### src/rtl/game_pkg.sv
// game_pkg: shared screen geometry, colours, FSM states and helpers for the game
package game_pkg;
  localparam int SCREEN_W = 640;
  localparam int SCREEN_H = 480;
  localparam int BALL_WIDTH = 5;
  localparam int HALF = BALL_WIDTH / 2;
  localparam logic [5:0] COL_BLACK = 6'h00;
  localparam logic [5:0] COL_WHITE = 6'h3f;
  localparam logic [5:0] COL_RED = 6'h30;
  localparam logic [5:0] COL_GREEN = 6'h0c;
  localparam logic [5:0] COL_BLUE = 6'h03;
  typedef enum logic [1:0] {
    SERVE = 2'd0,
    PLAY  = 2'd1,
    LOST  = 2'd2
  } state_t;
  function automatic logic signed [10:0] clamp11(input logic signed [10:0] v,
                                                 input logic signed [10:0] lo,
                                                 input logic signed [10:0] hi);
    return (v < lo) ? lo : (v > hi) ? hi : v;
  endfunction
endpackage

### src/rtl/ball_collision_latch.sv
// ball_collision_latch: sticky per-frame bounce flags gathered from painter overlaps
module ball_collision_latch
  import game_pkg::*;
(
  input  logic       clk,
  input  logic       reset,
  input  logic       clear,
  input  logic [9:0] hpos,
  input  logic [8:0] vpos,
  input  logic [9:0] x,
  input  logic [8:0] y,
  input  logic       in_ball,
  input  logic       in_paddle,
  input  logic       in_brick,
  output logic       hflip,
  output logic       vflip,
  output logic       pad_hit
);
  logic r_hflip, r_vflip, r_pad_hit;
  logic w_hit, w_hedge, w_vedge;
  assign w_hit = in_ball & (in_paddle | in_brick);
  assign w_hedge = (hpos == x - 10'(HALF)) || (hpos == x + 10'(HALF));
  assign w_vedge = (vpos == y - 9'(HALF)) || (vpos == y + 9'(HALF));
  // outputs include the current pixel so a hit on the frame_end cycle is consumed immediately
  assign hflip = r_hflip | (w_hit & w_hedge);
  assign vflip = r_vflip | (w_hit & w_vedge);
  assign pad_hit = r_pad_hit | (in_ball & in_paddle);
  // accumulate flags until cleared at frame_end or outside play
  always_ff @(posedge clk) begin
    if (reset || clear) begin
      r_hflip <= 1'b0;
      r_vflip <= 1'b0;
      r_pad_hit <= 1'b0;
    end else begin
      r_hflip <= hflip;
      r_vflip <= vflip;
      r_pad_hit <= pad_hit;
    end
  end
endmodule

### src/rtl/ball_controller.sv
// ball_controller: ball position, per-frame motion, bounces and serve/lost flow
module ball_controller
  import game_pkg::*;
#(
  parameter int SERVE_Y = 400,
  parameter int SPEED = 2
) (
  input  logic       clk,
  input  logic       reset,
  input  logic       frame_end,
  input  logic [9:0] hpos,
  input  logic [8:0] vpos,
  input  logic       in_ball,
  input  logic       in_paddle,
  input  logic       in_brick,
  input  logic [9:0] paddle_x,
  input  logic       launch,
  output logic [9:0] x,
  output logic [8:0] y,
  output logic       lost,
  output logic       playing
);
  localparam int XMAX = SCREEN_W - 1 - HALF;
  localparam int YMAX = SCREEN_H - 1 - HALF;
  localparam logic signed [10:0] STEP = 11'(SPEED);
  state_t r_state;
  logic [9:0] r_x;
  logic [8:0] r_y;
  logic r_dx_pos, r_dy_pos, r_lost, r_playing;
  logic w_hflip, w_vflip, w_pad_hit, w_dx_pos, w_dy_pos, w_lose;
  logic signed [10:0] w_x_sum, w_y_sum;
  logic [9:0] w_x_nxt, w_pad_x;
  logic [8:0] w_y_nxt;
  ball_collision_latch u_latch (
    .clk      (clk),
    .reset    (reset),
    .clear    (frame_end || r_state != PLAY),
    .hpos     (hpos),
    .vpos     (vpos),
    .x        (r_x),
    .y        (r_y),
    .in_ball  (in_ball),
    .in_paddle(in_paddle),
    .in_brick (in_brick),
    .hflip    (w_hflip),
    .vflip    (w_vflip),
    .pad_hit  (w_pad_hit)
  );
  // next direction and position; wall rules override collision flips
  always_comb begin
    w_dx_pos = (r_x <= 10'(HALF + SPEED)) ? 1'b1 : (r_x >= 10'(XMAX - SPEED)) ? 1'b0 : r_dx_pos ^ w_hflip;
    w_dy_pos = (r_y <= 9'(HALF + SPEED)) ? 1'b1 : w_pad_hit ? 1'b0 : r_dy_pos ^ w_vflip;
    w_lose = (r_y >= 9'(YMAX - SPEED)) && !w_pad_hit;
    w_x_sum = $signed({1'b0, r_x}) + (w_dx_pos ? STEP : -STEP);
    w_y_sum = $signed({2'b0, r_y}) + (w_dy_pos ? STEP : -STEP);
    w_x_nxt = 10'(clamp11(w_x_sum, 11'(HALF), 11'(XMAX)));
    w_y_nxt = 9'(clamp11(w_y_sum, 11'(HALF), 11'(YMAX)));
    w_pad_x = 10'(clamp11($signed({1'b0, paddle_x}), 11'(HALF), 11'(XMAX)));
  end
  // game flow FSM; position only moves on frame_end so it is stable during the visible frame
  always_ff @(posedge clk) begin
    if (reset) begin
      r_state <= SERVE;
      r_x <= 10'(SCREEN_W / 2);
      r_y <= 9'(SERVE_Y);
      r_dx_pos <= 1'b1;
      r_dy_pos <= 1'b0;
      r_lost <= 1'b0;
      r_playing <= 1'b0;
    end else begin
      r_lost <= 1'b0;
      case (r_state)
        SERVE: if (frame_end) begin
          r_x <= w_pad_x;
          r_y <= 9'(SERVE_Y);
          if (launch) begin
            r_state <= PLAY;
            r_playing <= 1'b1;
            r_dx_pos <= 1'b1;
            r_dy_pos <= 1'b0;
          end
        end
        PLAY: if (frame_end) begin
          r_dx_pos <= w_dx_pos;
          r_dy_pos <= w_dy_pos;
          if (w_lose) begin
            r_state <= LOST;
            r_lost <= 1'b1;
            r_playing <= 1'b0;
          end else begin
            r_x <= w_x_nxt;
            r_y <= w_y_nxt;
          end
        end
        default: begin
          r_state <= SERVE;
          r_playing <= 1'b0;
        end
      endcase
    end
  end
  assign x = r_x;
  assign y = r_y;
  assign lost = r_lost;
  assign playing = r_playing;
endmodule
### config.mk
export PLATFORM = sky130hd
export DESIGN_NAME = ball_controller
export DESIGN_NICKNAME = d
export VERILOG_FILES = /design/src/rtl/game_pkg.sv /design/src/rtl/ball_collision_latch.sv /design/src/rtl/ball_controller.sv
export SDC_FILE = /design/constraint.sdc
export NUM_CORES = 1
export LEC_CHECK = 0
export CORE_UTILIZATION = 60
export DETAILED_ROUTE_END_ITERATION = 8
export HOLD_SLACK_MARGIN = 0.12
export PLACE_DENSITY = 0.85
export REMOVE_ABC_BUFFERS = 1
export SETUP_SLACK_MARGIN = 0.02
export SYNTH_ARGS = -nofsm -noshare
export SYNTH_HDL_FRONTEND = slang
export SYNTH_SLANG_ARGS = --single-unit
### constraint.sdc
create_clock -name clk -period 12.01 [get_ports clk]
set_input_delay 1.201 -clock clk [delete_from_list [all_inputs] [get_ports clk]]
set_output_delay 1.201 -clock clk [all_outputs]
set_load 0.02 [all_outputs]
==> results_dict.tcl <==
set metrics [dict create \
    grt_pass1_wl_um 16200 \
    clkLatencyLatePin_ns 0.27 \
    power_density_nw_per_um2 79.9 \
    grt_max_degree 22 \
    crit_family "compound AO/OA/AOI/OAI gates" \
    gp_congestion 0.930 \
    hold_buffers 0 \
    arrival_ns 6.39 \
    dpl.hpwl_um 7220 \
    whs_ns 0.488 \
    syn_inst 476 \
    numCtsBuffers 3 \
    cts_max_level 1 \
    setup_tns_ns 0 \
    seq_area_frac_synth 0.153 \
    crit_fanout 9 \
    cp_slowest_stage_delay_ns 0.61 \
    p_leak_nw 1.58 \
    min_path_type "reg -> reg" \
    yosysTopAreaCellShare 0.153 \
    cp_num_cells 18 \
    dr.first_iter.drc_count 301 \
    drc 0 \
    fill_cells 473 \
    slew_headroom 0.337 \
    syn_area_um2 3520 \
    reg2reg_depth 19 \
    clock_path_buffers 2 \
    cp_slowest_cell "o41ai_1" \
    syn_to_final_growth_pct 17.2 \
    slew_viol_final 0 \
    path_cells "clkdlybuf4s50_1 > xnor2_1 > a211o_1 > a31oi_1 > nor4bb_1 > mux2i_1 > nand2_1 > inv_1 > ha_1 > a211oi_1 > nor2_1 > o31ai_1 > a21oi_1 > xor2_1 > o41ai_1 > nor4b_1 > mux2_2 > a2111oi_2" \
    vdd_drop_max_mv 0.0817 \
    status "finished, final reports clean" \
    crit_path_end_kind "flip-flop" \
    rows 27 \
    cts.clk_slew.worst_paths_ns 0.09 \
    ys_types 70 \
    start_util 0.632 \
    grt_usage 0.321 \
    finalSetupViolCount 0 \
    rsz0062_at_grt "false" \
    cts_setup_buffers 0 \
    yosys-top-cells-area "dfxtp_1 15%, ha_1 9.6%, xnor2_1 6.5%" \
    ys_ff_latch 27 \
    cts-resized-gates 0 \
    wl_per_cell_um 16.4 \
    utilization 0.740 \
    fin_skew_ns 0.00283 \
    antenna_found_initial 0 \
    synth-edff-count 0 \
    syn_area_per_cell_um2 7.40 \
    worst_slack_ns 5.80 \
    worstSetupPathType "in -> reg" \
    post-place-ws_ns 5.62 \
    io_buffers 56 \
    ys_warn_count 0 \
    grt_pass1_vias 3421 \
    power_mw 0.330 \
    max_freq_mhz 161 \
    cts.sinks 27 \
    critPathLaunchType "primary input" \
    ioPinCount 57 \
    totalWireLength_um 9590 \
    crit_required_ns 12.19 \
    finalCritPeriodShare 0.517 \
    synth_async_sr_flop_share 0 \
    finalHoldViolCount 0 \
    avgViaCountPerCell 6.39 \
    ys.flop_type "dfxtp_1" \
    ant_nets 0 \
    period_minus_slack_ns 6.21 \
    ys_top_cells_by_count "53 x nor2_1, 28 x a21oi_1, 28 x o21ai_0" \
    layout.nets 579 \
    core_um2 5570 \
    yosysMostFrequentCell "nor2_1" \
    antenna_cells 0 \
    overflow 0 \
    path_buf_inv 2 \
    synth_top_cell_by_area "dfxtp_1" \
    maxCapViolations 0 \
    cts_tree "yes" \
    drive_gt1_frac 0.0273 \
    num_vias 3736 \
    die_h_um 78.6 \
    root_buffer "clkbuf_8" \
    first_pass_iters 5 \
    dieArea_um2 6180 \
    worstMarginPinSlew_ns 0.982 \
    hold-path-cell-count 1 \
    chipWidth_um 78.6 \
]
[path summary, 6_finish.rpt]
| check | from | to | slack, ns |
|---|---|---|---|
| worst min register to register | r_state[1]$_SDFFE_PP0P_ | r_state[0]$_SDFFE_PP0P_ | 0.49 |
| worst max register to register | x[1]$_SDFFE_PP0P_ | x[0]$_SDFFE_PP0P_ | 6.14 |
| worst min-delay path | r_state[1]$_SDFFE_PP0P_ | r_state[0]$_SDFFE_PP0P_ | 0.49 |
| worst max-delay path | hpos[6] | x[0]$_SDFFE_PP0P_ | 5.80 |
[layout by cell type (no fill, tap or decap), drive strengths merged, types with 6 or more instances in the layout]
cell type,count
clkdlybuf4s50,56
nor2,53
o21ai,30
a21oi,28
ha,27
dfxtp,27
xnor2,26
inv,21
nand2,21
xor2,20
nor3,19
nand3,17
a211oi,12
a21o,10
nor4,8
and3,8
a31oi,7
and2,6
nor2b,6
or3,6
o22ai,6
[cells by family after synthesis]
logic type | share of synthesized area
AND/OR/NAND/NOR | 0.259
AO/OA/AOI/OAI | 0.305
XOR/XNOR | 0.114
buffers and inverters | 0.0494
adder cells (fa/ha/maj) | 0.107
flip-flops | 0.153
multiplexers | 0.0117
[stage by stage]
| step | cell area (um2) | cells |
|---|---|---|
| finish | 4130 | 585 |
| global route | 4130 | 585 |
| CTS | 4130 | 585 |
| detailed placement | 4080 | 581 |
| global placement | 4080 | 581 |
| floorplan | 3430 | 453 |
[sequential cells by signal, summed over array words and instances, names as in the netlist]
name and count:
u_latch.r_pad_hit 1, r_dx_pos 1, u_latch.r_hflip 1, x 10
r_dy_pos 1, y 9, r_state 2, u_latch.r_vflip 1
lost 1
[metal layers]
metal / global-route usage / share of wire
met1: 0.466 / 0.47
met5: 0 / 0
met4: 0.0481 / 0.0059
met3: 0.0372 / 0.070
met2: 0.514 / 0.45
[power by group]
group          internal [mW]  total [mW]  switching [mW]  leakage (nW)
logic                 0.0732       0.161          0.0878          1.34
clock network         0.0236      0.0528          0.0293        0.0217
registers             0.0949       0.116          0.0208         0.221
[layout make-up]
type,instances,area (um2),area share
clock buffers,3,41.3,0.0100
clock inverters,1,7.51,0.00182
inverters,21,78.8,0.0191
multi-input cells,405,2810,0.680
flip-flops and latches,27,541,0.131
well taps,72,90.1,0.0218
repair buffers,56,561,0.136
No activity file was read; power rests on OpenSTA's default activity.
